File: src/rtl/cdp1861_pkg.sv
// cdp1861_pkg: shared constants and types for the Pixie video controller.
//   - default frame geometry (cycles per line, lines, visible window)
//   - CPU state codes as seen on SC, and the IO port number that
//     switches the display on (io_inp) and off (io_out)
//   - status_t: counter/flag snapshot exported on the debug port
package cdp1861_pkg;

    localparam int DEF_CYCLES_PER_LINE = 14;
    localparam int DEF_LINES           = 262;
    localparam int DEF_FIRST_LINE      = 80;
    localparam int DEF_DISP_LINES      = 128;

    // DMA-out bytes per visible line; one byte is requested per machine cycle.
    localparam int DMA_BYTES = 8;

    typedef enum logic [1:0] {
        SC_FETCH = 2'b00,
        SC_EXEC  = 2'b01,
        SC_DMA   = 2'b10,
        SC_INT   = 2'b11
    } sc_e;

    localparam logic [2:0] IO_DISP = 3'd1;

    typedef struct packed {
        logic [8:0] line;
        logic [3:0] mc;
        logic       disp_on;
        logic       line_act;
    } status_t;

    // Inclusive range test on a line number.
    function automatic logic in_window(input logic [8:0] v,
                                       input logic [8:0] lo,
                                       input logic [8:0] hi);
        return (v >= lo) && (v <= hi);
    endfunction

endpackage

File: src/rtl/cdp1861_if.sv
// cdp1861_if: CPU-side bus between the CPU core and the Pixie.
//   cycle_en : one-CLOCK pulse per machine cycle (TPA aligned)
//   SC       : CPU state code
//   io_n     : CPU N lines, io_inp / io_out : IO strobes
//   data_in  : DMA byte from memory
//   INT_N, EFX_N, DMAO_N : active-low requests/flags back to the CPU
// Handshake: a DMA byte is accepted on a cycle_en where SC is DMA while
// DMAO_N is already low; the CPU owns every signal except the three flags.
interface cdp1861_if;
    logic       cycle_en;
    logic [1:0] SC;
    logic [2:0] io_n;
    logic       io_inp;
    logic       io_out;
    logic [7:0] data_in;
    logic       INT_N;
    logic       EFX_N;
    logic       DMAO_N;

    modport master (
        output cycle_en, SC, io_n, io_inp, io_out, data_in,
        input  INT_N, EFX_N, DMAO_N
    );

    modport slave (
        input  cycle_en, SC, io_n, io_inp, io_out, data_in,
        output INT_N, EFX_N, DMAO_N
    );
endinterface

File: src/rtl/pixie_shifter.sv
// pixie_shifter: 8-bit load/shift register for one DMA byte.
//   CLOCK, RESET : system clock, async active-high reset
//   load         : capture data this CLOCK
//   data         : byte to serialise
//   pixel        : serial video, MSB first, registered
//   DE           : high for exactly the 8 CLOCKs a byte is on pixel
// The MSB is registered straight onto pixel at the load edge, so the
// following 7 CLOCKs only need the remaining 7 bits. A load arriving as
// the last bit is shown restarts the byte with no gap.
module pixie_shifter (
    input  logic       CLOCK,
    input  logic       RESET,
    input  logic       load,
    input  logic [7:0] data,
    output logic       pixel,
    output logic       DE
);

    logic [6:0] sreg;
    logic [2:0] left;

    always_ff @(posedge CLOCK or posedge RESET) begin
        if (RESET) begin
            sreg  <= '0;
            left  <= '0;
            pixel <= 1'b0;
            DE    <= 1'b0;
        end else if (load) begin
            pixel <= data[7];
            sreg  <= data[6:0];
            left  <= 3'd7;
            DE    <= 1'b1;
        end else if (left != 3'd0) begin
            pixel <= sreg[6];
            sreg  <= {sreg[5:0], 1'b0};
            left  <= left - 3'd1;
            DE    <= 1'b1;
        end else begin
            pixel <= 1'b0;
            DE    <= 1'b0;
        end
    end

endmodule

File: src/rtl/cdp1861.sv
// cdp1861: Pixie video display controller.
//   CLOCK, RESET : system clock (8 per machine cycle), async active-high reset
//   bus          : CPU-side bus (slave modport of cdp1861_if)
//   pixel, DE    : serial video and its valid strobe
//   HSYNC_N      : low for the last two machine cycles of each line
//   VSYNC_N      : low for lines 0..3
//   dbg          : line / machine-cycle counters and display flags
// Every flag is computed from the position (line, mc) of the machine cycle
// that carries cycle_en and registered on that edge; the counters then step
// to the next position.
module cdp1861
    import cdp1861_pkg::*;
#(
    parameter int CYCLES_PER_LINE = DEF_CYCLES_PER_LINE,
    parameter int LINES           = DEF_LINES,
    parameter int FIRST_LINE      = DEF_FIRST_LINE,
    parameter int DISP_LINES      = DEF_DISP_LINES
) (
    input  logic      CLOCK,
    input  logic      RESET,
    cdp1861_if.slave  bus,
    output logic      pixel,
    output logic      HSYNC_N,
    output logic      VSYNC_N,
    output logic      DE,
    output status_t   dbg
);

    localparam logic [3:0] MC_LAST   = 4'(CYCLES_PER_LINE - 1);
    localparam logic [3:0] MC_HS     = 4'(CYCLES_PER_LINE - 2);
    localparam logic [3:0] MC_DMA_HI = 4'(DMA_BYTES);
    localparam logic [8:0] LINE_LAST = 9'(LINES - 1);
    localparam logic [8:0] VIS_LO    = 9'(FIRST_LINE);
    localparam logic [8:0] VIS_HI    = 9'(FIRST_LINE + DISP_LINES - 1);
    localparam logic [8:0] INT_LO    = 9'(FIRST_LINE - 2);
    localparam logic [8:0] EF_TOP_LO = 9'(FIRST_LINE - 4);
    localparam logic [8:0] EF_BOT_LO = 9'(FIRST_LINE + DISP_LINES - 4);
    localparam logic [8:0] VS_HI     = 9'd3;

    logic [3:0] mc;
    logic [8:0] line;
    logic       disp_on;
    logic       line_act;
    logic       int_ack;
    logic       int_n_q;
    logic       efx_n_q;
    logic       dmao_n_q;

    logic act_now;
    logic visible;
    logic int_win;
    logic ack_now;
    logic disp_next;
    logic dma_load;

    always_comb begin
        // line_act is resampled at mc 0, so a line's activity is decided
        // once and a mid-line display change cannot cut it short.
        act_now   = (mc == 4'd0) ? disp_on : line_act;
        visible   = act_now && in_window(line, VIS_LO, VIS_HI);
        int_win   = in_window(line, INT_LO, VIS_LO - 9'd1);
        ack_now   = int_ack || (bus.SC == SC_INT);
        disp_next = disp_on;
        if (bus.io_n == IO_DISP) begin
            if (bus.io_out)
                disp_next = 1'b0;          // off wins over a same-cycle on
            else if (bus.io_inp)
                disp_next = 1'b1;
        end
        // DMAO_N is the value the CPU saw when it chose to do this DMA cycle.
        dma_load  = bus.cycle_en && (bus.SC == SC_DMA) && !dmao_n_q;
    end

    always_ff @(posedge CLOCK or posedge RESET) begin
        if (RESET) begin
            mc       <= '0;
            line     <= '0;
            disp_on  <= 1'b0;
            line_act <= 1'b0;
            int_ack  <= 1'b0;
            int_n_q  <= 1'b1;
            efx_n_q  <= 1'b1;
            dmao_n_q <= 1'b1;
            HSYNC_N  <= 1'b1;
            VSYNC_N  <= 1'b1;
        end else if (bus.cycle_en) begin
            VSYNC_N  <= !(line <= VS_HI);
            HSYNC_N  <= !(mc >= MC_HS);
            dmao_n_q <= !(visible && (mc >= 4'd1) && (mc <= MC_DMA_HI));
            // The acknowledge only lives inside the two interrupt lines, so
            // it is forgotten by the next frame.
            int_ack  <= int_win && ack_now;
            int_n_q  <= !(disp_on && int_win && !ack_now);
            efx_n_q  <= !(disp_on && (in_window(line, EF_TOP_LO, VIS_LO - 9'd1) ||
                                      in_window(line, EF_BOT_LO, VIS_HI)));
            disp_on  <= disp_next;
            line_act <= act_now;
            if (mc == MC_LAST) begin
                mc   <= '0;
                line <= (line == LINE_LAST) ? 9'd0 : line + 9'd1;
            end else begin
                mc <= mc + 4'd1;
            end
        end
    end

    assign bus.INT_N  = int_n_q;
    assign bus.EFX_N  = efx_n_q;
    assign bus.DMAO_N = dmao_n_q;

    assign dbg.line     = line;
    assign dbg.mc       = mc;
    assign dbg.disp_on  = disp_on;
    assign dbg.line_act = line_act;

    pixie_shifter u_shift (
        .CLOCK (CLOCK),
        .RESET (RESET),
        .load  (dma_load),
        .data  (bus.data_in),
        .pixel (pixel),
        .DE    (DE)
    );

endmodule

File: src/flat_wrapper.sv
// flat-port wrapper written by rule: the top's interface ports become plain ports
module cdp1861_flat import cdp1861_pkg::*;
#(
    parameter int CYCLES_PER_LINE = DEF_CYCLES_PER_LINE,
    parameter int LINES           = DEF_LINES,
    parameter int FIRST_LINE      = DEF_FIRST_LINE,
    parameter int DISP_LINES      = DEF_DISP_LINES
)
  (CLOCK, RESET, pixel, HSYNC_N, VSYNC_N, DE, dbg, bus_cycle_en, bus_SC, bus_io_n, bus_io_inp, bus_io_out, bus_data_in, bus_INT_N, bus_EFX_N, bus_DMAO_N);
  cdp1861_if bus_i ();
  input  logic CLOCK;
  input  logic RESET;
  output logic pixel;
  output logic HSYNC_N;
  output logic VSYNC_N;
  output logic DE;
  output status_t dbg;
  input wire logic [$bits(bus_i.cycle_en)-1:0] bus_cycle_en;
  input wire logic [$bits(bus_i.SC)-1:0] bus_SC;
  input wire logic [$bits(bus_i.io_n)-1:0] bus_io_n;
  input wire logic [$bits(bus_i.io_inp)-1:0] bus_io_inp;
  input wire logic [$bits(bus_i.io_out)-1:0] bus_io_out;
  input wire logic [$bits(bus_i.data_in)-1:0] bus_data_in;
  output wire logic [$bits(bus_i.INT_N)-1:0] bus_INT_N;
  output wire logic [$bits(bus_i.EFX_N)-1:0] bus_EFX_N;
  output wire logic [$bits(bus_i.DMAO_N)-1:0] bus_DMAO_N;
  assign bus_i.cycle_en = bus_cycle_en;
  assign bus_i.SC = bus_SC;
  assign bus_i.io_n = bus_io_n;
  assign bus_i.io_inp = bus_io_inp;
  assign bus_i.io_out = bus_io_out;
  assign bus_i.data_in = bus_data_in;
  assign bus_INT_N = bus_i.INT_N;
  assign bus_EFX_N = bus_i.EFX_N;
  assign bus_DMAO_N = bus_i.DMAO_N;
  cdp1861 #(.CYCLES_PER_LINE(CYCLES_PER_LINE), .LINES(LINES), .FIRST_LINE(FIRST_LINE), .DISP_LINES(DISP_LINES)) u_core (.CLOCK(CLOCK), .RESET(RESET), .bus(bus_i), .pixel(pixel), .HSYNC_N(HSYNC_N), .VSYNC_N(VSYNC_N), .DE(DE), .dbg(dbg));
endmodule
File: config.mk
export PLATFORM = sky130hd
export DESIGN_NAME = cdp1861_flat
export DESIGN_NICKNAME = d
export VERILOG_FILES = /design/src/rtl/cdp1861_pkg.sv /design/src/rtl/cdp1861_if.sv /design/src/rtl/pixie_shifter.sv /design/src/rtl/cdp1861.sv /design/src/flat_wrapper.sv
export SDC_FILE = /design/constraint.sdc
export NUM_CORES = 1
export LEC_CHECK = 0
export BUFFER_PORTS_ARGS = -buffer_cell sky130_fd_sc_hd__buf_2
export CORE_MARGIN = 2
export CORE_UTILIZATION = 34
export CTS_CLUSTER_DIAMETER = 120
export CTS_CLUSTER_SIZE = 30
export DETAILED_ROUTE_END_ITERATION = 12
export PLACE_DENSITY_LB_ADDON = 0.05
export SLEW_MARGIN = 20
export SYNTH_ARGS = -nofsm -noshare
export SYNTH_HDL_FRONTEND = slang
export SYNTH_SLANG_ARGS = --single-unit
File: constraint.sdc
create_clock -name CLOCK -period 3.9 [get_ports CLOCK]
set_input_delay 0.195 -clock CLOCK [delete_from_list [all_inputs] [get_ports CLOCK]]
set_output_delay 0.195 -clock CLOCK [all_outputs]
set_load 0.01 [all_outputs]
==> results of run 1 <==
-- how the worst max path moves through the flow --
stage,startpoint,to,cells after the start
finish,u_core.u_shift.left[0]$_DFFE_PP0P_,u_core.u_shift.left[1]$_DFFE_PP0P_,5
floorplan,u_core.line[0]$_DFFE_PP0P_,u_core.bus.INT_N$_DFFE_PP1P_,5
global route,u_core.u_shift.left[0]$_DFFE_PP0P_,u_core.u_shift.left[1]$_DFFE_PP0P_,5
global placement,u_core.u_shift.left[0]$_DFFE_PP0P_,u_core.u_shift.left[1]$_DFFE_PP0P_,5
CTS,u_core.u_shift.left[0]$_DFFE_PP0P_,u_core.u_shift.left[1]$_DFFE_PP0P_,5
detailed placement,u_core.u_shift.left[0]$_DFFE_PP0P_,u_core.u_shift.left[1]$_DFFE_PP0P_,5
-- sequential cells by signal, indices dropped and copies added (netlist names) --
signal,cells
u_core.mc,4
u_core.VSYNC_N,1
u_core.bus.EFX_N,1
u_core.u_shift.DE,1
u_core.HSYNC_N,1
u_core.u_shift.sreg,7
u_core.disp_on,1
u_core.line,9
u_core.int_ack,1
u_core.line_act,1
u_core.u_shift.pixel,1
u_core.bus.DMAO_N,1
u_core.bus.INT_N,1
u_core.u_shift.left,3
-- worst reg2reg max path, cell delays in order, from the launching register on --
cell	delay, ns
dfrtp_1	0.37
inv_1	0.11
ha_1	0.19
nor2b_1	0.79
nor2_1	0.08
a211o_1	0.30
-- layout make-up --
| type | instances | area [um2] | share of cell area [%] |
|---|---|---|---|
| well taps | 67 | 83.83 | 4.219 |
| clock inverters | 2 | 10.01 | 0.5038 |
| flip-flops and latches | 33 | 832.0 | 41.88 |
| multi-input cells | 120 | 755.7 | 38.04 |
| inverters | 6 | 22.52 | 1.133 |
| clock buffers | 6 | 72.57 | 3.652 |
| repair buffers | 41 | 210.2 | 10.58 |
-- metrics by stage --
stage | instance area (um2) | utilization (%) | cells | hold slack [ns]
floorplan | 1669 | - | 171 | 0.2807
global placement | 1904 | 40.32 | 267 | 0.3094
detailed placement | 1904 | 40.32 | 267 | 0.3143
CTS | 1987 | 42.07 | 275 | 0.005699
global route | 1987 | 42.07 | 275 | 0.05000
finish | 1987 | 42.07 | 275 | -0.007889
-- power breakdown --
group	switching (uW)	total (uW)	internal, uW
registers	99.1	519	420
clock network	121	245	124
logic	184	344	159
total	404	1110	703
-- routing by layer --
layer / GRT usage, % / part of all wire [%]
met1: 18.71 / 50
met2: 20.73 / 45
met3: 2.846 / 4.2
met4: 5.455 / 0.50
met5: 0 / 0
-- logic make-up (layout without fill, tap and decap cells) --
| logic type | count (synthesis) | in the layout | share of synthesized area [%] |
|---|---|---|---|
| adders and majority gates | 5 | 5 | 3.748 |
| and+or+nand+nor | 61 | 61 | 19.34 |
| DFF | 33 | 33 | 49.85 |
| muxes | 7 | 7 | 4.273 |
| buffers and inverters | 18 | 55 | 4.871 |
| xor gates and xnor gates | 7 | 7 | 3.673 |
| AOI/OAI and AO/OA | 40 | 40 | 14.24 |
-- cells in the final DEF (no fill, tap or decap), drive strengths merged, types with 3 or more instances in the layout --
| cell type | synthesis | layout |
|---|---|---|
| nor2 | 10 | 10 |
| mux2i | 6 | 6 |
| a21oi | 6 | 6 |
| nand3 | 5 | 5 |
| clkbuf | 4 | 6 |
| dfrtp | 28 | 28 |
| xor2 | 3 | 3 |
| inv | 6 | 6 |
| dfstp | 5 | 5 |
| xnor2 | 4 | 4 |
| nand2 | 21 | 21 |
| buf | 8 | 41 |
| o21ai | 19 | 19 |
| nor2b | 3 | 3 |
| ha | 5 | 5 |
| nand4 | 4 | 4 |
| nor3 | 6 | 6 |
| a31oi | 6 | 6 |
==> metrics, run 1 <==
area leader, netlist=dfrtp_1; core footprint=4723 um2; R2R Path End=u_core.u_shift.left[1]$_DFFE_PP0P_; Crit Path Category=register to register; Clock Latency Late Sink=0.28 ns; Hold Crit Class=input port to async pin; Bufs and invs on worst path=1; worst hold margin=-0.007889 ns; flop2flop setup slack=1.96 ns; DR iter-0 viols=81; Die Wd=74.07 um; CTS tree=done; post-synth cell types=39; Die ar.=5486 um2; failing checks=hold timing; # clock sinks=33; initial antenna violation count=0; top cell type's share of synthesized area=41.98%; ys async rst share=100.0%; count of maximum capacitance violations=0; Main synth FF type=dfrtp_1; worst slew pin tran=0.9818 ns; GP Congestion=0.7453; vias in the first global route=1249; routed vias=1335; most common cell in the netlist=dfrtp_1; largest net degree at the start of global routing=34; Syn. warnings=0; Total Power=1107 uW; post-route setup TNS=0 ns; clock slew at reported path FFs=0.07 ns; first-pass GRT wire length=5671 um; Critical Path Sink Type=register; post-synthesis sequential area ratio=49.85%; DP Worst Slack=1.946 ns; Area contributors post-synth=dfrtp_1 42%, dfstp_2 7.9%, o21ai_0 5.7%, nand2_1 4.7%, ha_1 3.7%; H-Tree Depth=2; crit-path cells=inv_1, ha_1, nor2b_1, nor2_1, a211o_1; Critical Path RT=4.06 ns; setup bufs post-CTS=0; worst r2r src=u_core.u_shift.left[0]$_DFFE_PP0P_; clk buf depth=2; status=complete, but fails checks; post-DP HPWL=2459 um; DR pass1 iterations=4; Worst EP arrival=2.11 ns; unrepaired setup endpoints after global routing=false; Syn Nets=194; I/O Buffers=39; row count=25; Synth Cell Area=1669 um2; Initial Util=35.34%; Layout Nets=230; CP Launch Type=register; fillers=485; DR vias/cell=4.855; final worst-path cycle share=49.83%; post-DR wirelength/cell=12.44 um; worst-path maximum fanout=11; slowest library cell on the worst path=nor2b_1; share of cells above drive strength 1=27.88%; Reg2Reg Depth=5; PD cells=557.3 nW/um2; number of hold buffers added after cts=0; skew final=0.006800 ns; die height=74.07 um; Diodes inserted=0; Post-synth EDFFs=0; Total Routing Usage GR=13.53%; endpoints failing setup=0; Max Transition Viols Final=0; syn_area_per_cell=9.761 um2; crit-path max cell delay=0.79 ns; min Tclk post-route=1.943 ns; FF+latch count, synth=33; post-CTS sizing=0; f_max=514.6 MHz; Max IR drop VDD=0.1756 mV; IO Pins=40; Synth top cells by count=28 x dfrtp_1, 21 x nand2_1, 19 x o21ai_0; Residual DRC=0; final wirelength=3422 um; Final Hold Viols=12; Mapped Cells=171; CP delay by family, top=simple AND/OR/NAND/NOR gates; Leak=0.0009105 uW; Max-slew headroom=34.41%; final worst slack=1.957 ns; grt ovf=0; DRT antenna net count=0; Area Overhead vs Synth=19.04%; clock root cell=clkbuf_8; TritonCTS Buffers=5
No activity file was read; power rests on OpenSTA's default activity.
==> run 2: changes to the inputs <==
--- a/config.mk
+++ b/config.mk
@@ -5,6 +5,7 @@
 export SDC_FILE = /design/constraint.sdc
 export NUM_CORES = 1
 export LEC_CHECK = 0
+export ABC_AREA = 1
 export BUFFER_PORTS_ARGS = -buffer_cell sky130_fd_sc_hd__buf_2
 export CORE_MARGIN = 2
 export CORE_UTILIZATION = 34
==> constraint.sdc (replaced) <==
create_clock -name CLOCK -period 1.8 [get_ports CLOCK]
set_input_delay 0.09 -clock CLOCK [delete_from_list [all_inputs] [get_ports CLOCK]]
set_output_delay 0.09 -clock CLOCK [all_outputs]
set_load 0.01 [all_outputs]
==> run 2 against run 1 <==
  * The flow now finishes without violations
  * Clock skew is 0.00064 ns lower
  * Critical path depth increased by 2
  * Highest routed layer unchanged
  * Sequential power increased by 140%
  * Register-to-register slack got worse by 1.8 ns
  * Largest cell class unchanged
==> metrics, run 2 <==
Hold Crit Class=input port to register; WHS Path Cells=3; Placed Cells=333; Critical Path Sink Type=register; status=finished, final reports clean; min Tclk post-route=1.632 ns; core footprint=5075 um2; routed vias=1583; share of cells above drive strength 1=25.27%; DP Worst Slack=0.1645 ns; f_max=612.7 MHz; final worst-path cycle share=90.67%; first-pass GRT wire length=7058 um; FF+latch count, synth=33; Largest regs=u_core.line: 9 flops, u_core.u_shift.sreg: 7 flops, u_core.mc: 4 flops; crit-path cells=ha_1, inv_1, nor2_1, nand4_1, or2_0, nand4_1, o21ai_0; CTS tree=done; Area Overhead vs Synth=25.58%; largest net degree at the start of global routing=34; Leak=0.001117 uW; Max Transition Viols Final=0; clock slew at reported path FFs=0.07 ns; most common cell in the netlist=nand2_1; IO Pins=40; Syn. warnings=0; Initial Util=35.08%; vias in the first global route=1532; Critical Path Most Common Cell=nand4_1; Crit Path Category=register to register; skew final=0.006159 ns; DR pass1 iterations=4; DR iter-0 viols=43; Syn Nets=244; DR vias/cell=4.615; I/O Buffers=39; crit-path max cell delay=0.46 ns; post-synth cell types=36; unrepaired setup endpoints after global routing=false; Post-synth EDFFs=0; row count=26; number of flip-flops in the largest register=9; Setup crit start=u_core.line[0]$_DFFE_PP0P_; count of maximum capacitance violations=0; worst slew pin tran=0.4319 ns; post-route setup TNS=0 ns; Clock Latency Late Sink=0.29 ns; post-DP HPWL=2991 um; final std cells w/o fill=343; Residual DRC=0; Total Routing Usage GR=15.16%; setup bufs post-CTS=0; H-Tree Depth=2; Final Hold Viols=0; clk buf depth=2; R2R Path End=u_core.line[8]$_DFFE_PP0P_; GP Congestion=0.7849; flop2flop setup slack=0.17 ns; final wirelength=4077 um; Die Wd=76.37 um; area leader, netlist=dfrtp_1; PD cells=1416 nW/um2; Worst Setup EP=u_core.line[8]$_DFFE_PP0P_; # clock sinks=33; number of hold buffers added after cts=2; syn_area_per_cell=8.056 um2; most common cell after layout, fill and taps aside=buf_2; top cell type's share of synthesized area=39.35%; Main synth FF type=dfrtp_1; CP Depth=7; die height=76.37 um; Synth Cell Area=1780 um2; Critical Path RT=1.96 ns; commonest cells after routing, fill and taps aside=39 x buf_2, 37 x nand2_1, 33 x inv_1; worst-path maximum fanout=7; TritonCTS Buffers=5; ys async rst share=100.0%; grt ovf=0; clock root cell=clkbuf_8; Mapped Cells=221; endpoints failing setup=0; final worst slack=0.1680 ns; Bufs and invs on worst path=1; Reg2Reg Depth=7; Synth top cells by count=37 x nand2_1, 33 x inv_1, 28 x dfrtp_1; Layout Nets=295; DRT antenna net count=0; Biggest register=u_core.line; post-DR wirelength/cell=11.89 um; Diodes inserted=0; initial antenna violation count=0; post-CTS sizing=0; Max-slew headroom=71.21%; worst r2r src=u_core.line[0]$_DFFE_PP0P_; CP delay by family, top=simple AND/OR/NAND/NOR gates; Area contributors post-synth=dfrtp_1 39%, nand2_1 7.8%, dfstp_2 7.4%, inv_1 7.0%, nand3_1 5.9%; Die ar.=5832 um2; Worst EP arrival=1.79 ns; post-synthesis sequential area ratio=46.73%; Max IR drop VDD=0.6061 mV; CP Launch Type=register; slowest library cell on the worst path=dfrtp_1
## run 2: changes by cell type in the layout (fill, tap and decap cells not counted), moves of 3 or more
| cell | change |
|---|---|
| xnor2_1 | -3 |
| nor2_1 | +17 |
| nand3_1 | +16 |
| a21oi_1 | +4 |
| nor2b_1 | -3 |
| a31oi_1 | -5 |
| nand2_1 | +16 |
| buf_4 | +7 |
| o21ai_0 | -6 |
| inv_1 | +27 |
| mux2i_1 | -6 |
## run 2: logic make-up (layout without fill, tap and decap cells)
kind of cell             after synthesis  count (layout)  synth area share [%]
AO/OA/AOI/OAI                         35              35                 11.45
buffers and inverters                 40              92                 8.924
AND/OR/NAND/NOR                      102             102                 26.28
XOR/XNOR                               5               5                 2.459
flip-flops                            33              33                 46.73
multiplexers                           1               1                0.6324
adder cells (fa/ha/maj)                5               5                 3.514
## run 2: where the power goes
part / total [uW] / switching (uW) / internal, uW
Sequential: 1220 / 223 / 1000
Clock: 731 / 279 / 451
Combinational: 1210 / 727 / 487
## run 2: final cells by class
type | count | area [um2]
fill | 515 | 2839
sequential | 33 | 832.0
multi-input combinational | 148 | 789.5
timing repair buffer | 50 | 282.8
inverter | 34 | 127.6
tap | 70 | 87.58
clock buffer | 7 | 86.33
clock inverter | 1 | 30.03
## run 2: how the worst min path moves through the flow
| stage | slack [ns] | start | to |
|---|---|---|---|
| after floorplan | 0.20 | bus_io_out | u_core.disp_on$_DFFE_PP0P_ |
| after global placement | 0.21 | RESET | u_core.line[6]$_DFFE_PP0P_ |
| after detailed placement | 0.22 | RESET | u_core.line[6]$_DFFE_PP0P_ |
| after CTS | 0.03 | bus_data_in[2] | u_core.u_shift.sreg[2]$_DFFE_PP0P_ |
| after global routing | 0.04 | bus_data_in[2] | u_core.u_shift.sreg[2]$_DFFE_PP0P_ |
| final | 0.03 | bus_data_in[2] | u_core.u_shift.sreg[2]$_DFFE_PP0P_ |
## run 2: per-stage QoR
stage,hold slack (ns),util [%],instance area [um2],total power [uW]
floorplan,0.1985,-,1780,2010
global placement,0.2137,41.37,2100,2467
detailed placement,0.2175,41.37,2100,2461
CTS,0.02707,44.06,2236,3210
global route,0.03921,44.06,2236,3455
finish,0.02996,44.06,2236,3167
## run 2: per-layer routing
layer	GRT usage, %	vias up	share of wire [%]
met1	19.56	721	48
met2	24.51	30	46
met5	0	-	0
li1	-	826	-
met4	5.455	0	1.5
met3	4.028	6	4.5
## run 2: worst reg2reg max path, cell delays in order (launching register included)
cell	delay, ns
dfrtp_1	0.46
ha_1	0.18
inv_1	0.08
nor2_1	0.27
nand4_1	0.14
or2_0	0.22
nand4_1	0.06
o21ai_0	0.08
==> run 3: changes to the inputs <==
--- a/config.mk
+++ b/config.mk
@@ -6,12 +6,13 @@
 export NUM_CORES = 1
 export LEC_CHECK = 0
 export ABC_AREA = 1
-export BUFFER_PORTS_ARGS = -buffer_cell sky130_fd_sc_hd__buf_2
+export CAP_MARGIN = 20
 export CORE_MARGIN = 2
 export CORE_UTILIZATION = 34
 export CTS_CLUSTER_DIAMETER = 120
 export CTS_CLUSTER_SIZE = 30
 export DETAILED_ROUTE_END_ITERATION = 12
+export DONT_BUFFER_PORTS = 1
 export PLACE_DENSITY_LB_ADDON = 0.05
 export SLEW_MARGIN = 20
 export SYNTH_ARGS = -nofsm -noshare
==> run 3 against run 2 <==
  * Sequential share of layout area up 2.2 points
  * Register-to-register slack better by 0.03 ns
  * Design area down 5.5%
  * Highest routed layer unchanged
==> metrics, run 3 (synthesis gave the netlist of run 2 again) <==
status=finished, final reports clean; Hold Crit Class=input port to register; DRT antenna net count=0; worst-path maximum fanout=8; final wirelength=4067 um; first-pass GRT wire length=7134 um; Layout Nets=265; routed vias=1535; Diodes inserted=0; Biggest register=u_core.line; number of flip-flops in the largest register=9; Total Routing Usage GR=14.91%; commonest cells after routing, fill and taps aside=37 x nand2_1, 33 x inv_1, 28 x dfrtp_1; post-DR wirelength/cell=12.99 um; post-DP HPWL=3048 um; endpoints failing setup=0; grt ovf=0; f_max=626.1 MHz; most common cell after layout, fill and taps aside=nand2_1; CTS tree=done; DR vias/cell=4.904; Critical Path Sink Type=register; share of cells above drive strength 1=13.17%; TritonCTS Buffers=5; dpl cell area=1912 um2; vias in the first global route=1529; final worst-path cycle share=88.73%; Critical Path RT=1.96 ns; Final Hold Viols=0; Clock Latency Late Sink=0.28 ns; Initial Util=35.08%; Max IR drop VDD=0.5179 mV; largest net degree at the start of global routing=34; finished layout cell area=2113 um2; I/O Buffers=0; DR pass1 iterations=4; Largest regs=u_core.line: 9 flops, u_core.u_shift.sreg: 7 flops, u_core.mc: 4 flops; Residual DRC=0; CP Launch Type=register; # clock sinks=33; Die Wd=76.37 um; PD cells=1403 nW/um2; Worst EP arrival=1.76 ns; clock root cell=clkbuf_8; H-Tree Depth=2; worst slew pin tran=0.4653 ns; Max-slew headroom=68.90%; clock slew at reported path FFs=0.07 ns; Area Overhead vs Synth=18.69%; setup bufs post-CTS=0; clk buf depth=2; Leak=0.001001 uW; initial antenna violation count=0; row count=26; DR iter-0 viols=73; skew final=0.006756 ns; min Tclk post-route=1.597 ns; count of maximum capacitance violations=0; Max Transition Viols Final=0; post-route setup TNS=0 ns; Crit Path Category=register to register; unrepaired setup endpoints after global routing=false; GP Congestion=0.8836; die height=76.37 um; core footprint=5075 um2; IO Pins=40; Die ar.=5832 um2
==> run 3: changes by cell type in the layout (fill, tap and decap cells not counted) <==
cell and delta:
buf_2 -39, dlygate4sd3_1 +8, buf_4 +1, bufinv_16 -1, clkbuf_1 -1, clkbuf_8 +1, clkinv_2 +1
==> run 3: area by class of cell <==
| type | instances | area [um2] |
|---|---|---|
| fillers | 563 | 2962 |
| repair buffers | 20 | 175.2 |
| clock buffers | 7 | 96.34 |
| flip-flops and latches | 33 | 832.0 |
| inverters | 34 | 127.6 |
| clock inverters | 1 | 5.005 |
| well taps | 70 | 87.58 |
| multi-input cells | 148 | 789.5 |
==> run 3: worst max-delay path: stages (launching register included) <==
cell     delay [ns]
dfrtp_1        0.44
nand2_1        0.15
nor3_4         0.39
nand2_2        0.11
nor2_2         0.14
nand3_1        0.10
xor2_1         0.15
==> run 3: per-stage QoR <==
| step | setup slack [ns] | total power [uW] | hold slack [ns] | utilization, % | instances |
|---|---|---|---|---|---|
| final | 0.2029 | 2964 | 0.008794 | 41.64 | 313 |
| after global routing | 0.07490 | 3237 | 0.004757 | 41.64 | 313 |
| after CTS | 0.1703 | 3020 | 0.001537 | 41.64 | 313 |
| after detailed placement | 0.1974 | 2363 | 0.1080 | 37.67 | 295 |
| after global placement | 0.2542 | 2329 | 0.1025 | 37.67 | 295 |
| after floorplan | 0.3552 | 2010 | 0.1985 | - | 221 |
==> run 3: timing repair <==
item / in CTS / in global routing
hold buffers: 10 / 0
gates resized for setup: 0 / 0
hold endpoints to repair: 42 / 0
==> run 3: per-layer routing <==
metal	up-vias	wire [um]	track usage (%)	part of all wire [%]
met5	-	0	0	0
met2	39	1952	24.69	48
li1	762	-	-	-
met4	0	42	3.818	1.0
met3	4	247	4.621	6.1
met1	730	1824	18.97	45
==> run 3: final timing paths <==
path,slack [ns],endpoint,depth (start not counted),start
max,0.20,u_core.line[7]$_DFFE_PP0P_,6,u_core.mc[3]$_DFFE_PP0P_
min,0.009,u_core.u_shift.sreg[6]$_DFFE_PP0P_,2,bus_SC[1]
max reg2reg,0.20,u_core.line[7]$_DFFE_PP0P_,6,u_core.mc[3]$_DFFE_PP0P_
min reg2reg,0.50,u_core.int_ack$_DFFE_PP0P_,2,u_core.int_ack$_DFFE_PP0P_
max in group asynchronous,1.11,u_core.VSYNC_N$_DFFE_PP1P_,3,RESET
min in group asynchronous,0.35,u_core.u_shift.pixel$_DFF_PP0_,3,RESET
==> run 3: power by group <==
group          total [uW]  leakage, uW  switching, uW  internal [uW]
Sequential           1260     0.000401            263           1000
Clock                 614    0.0000542            268            346
Combinational        1090     0.000546            672            415
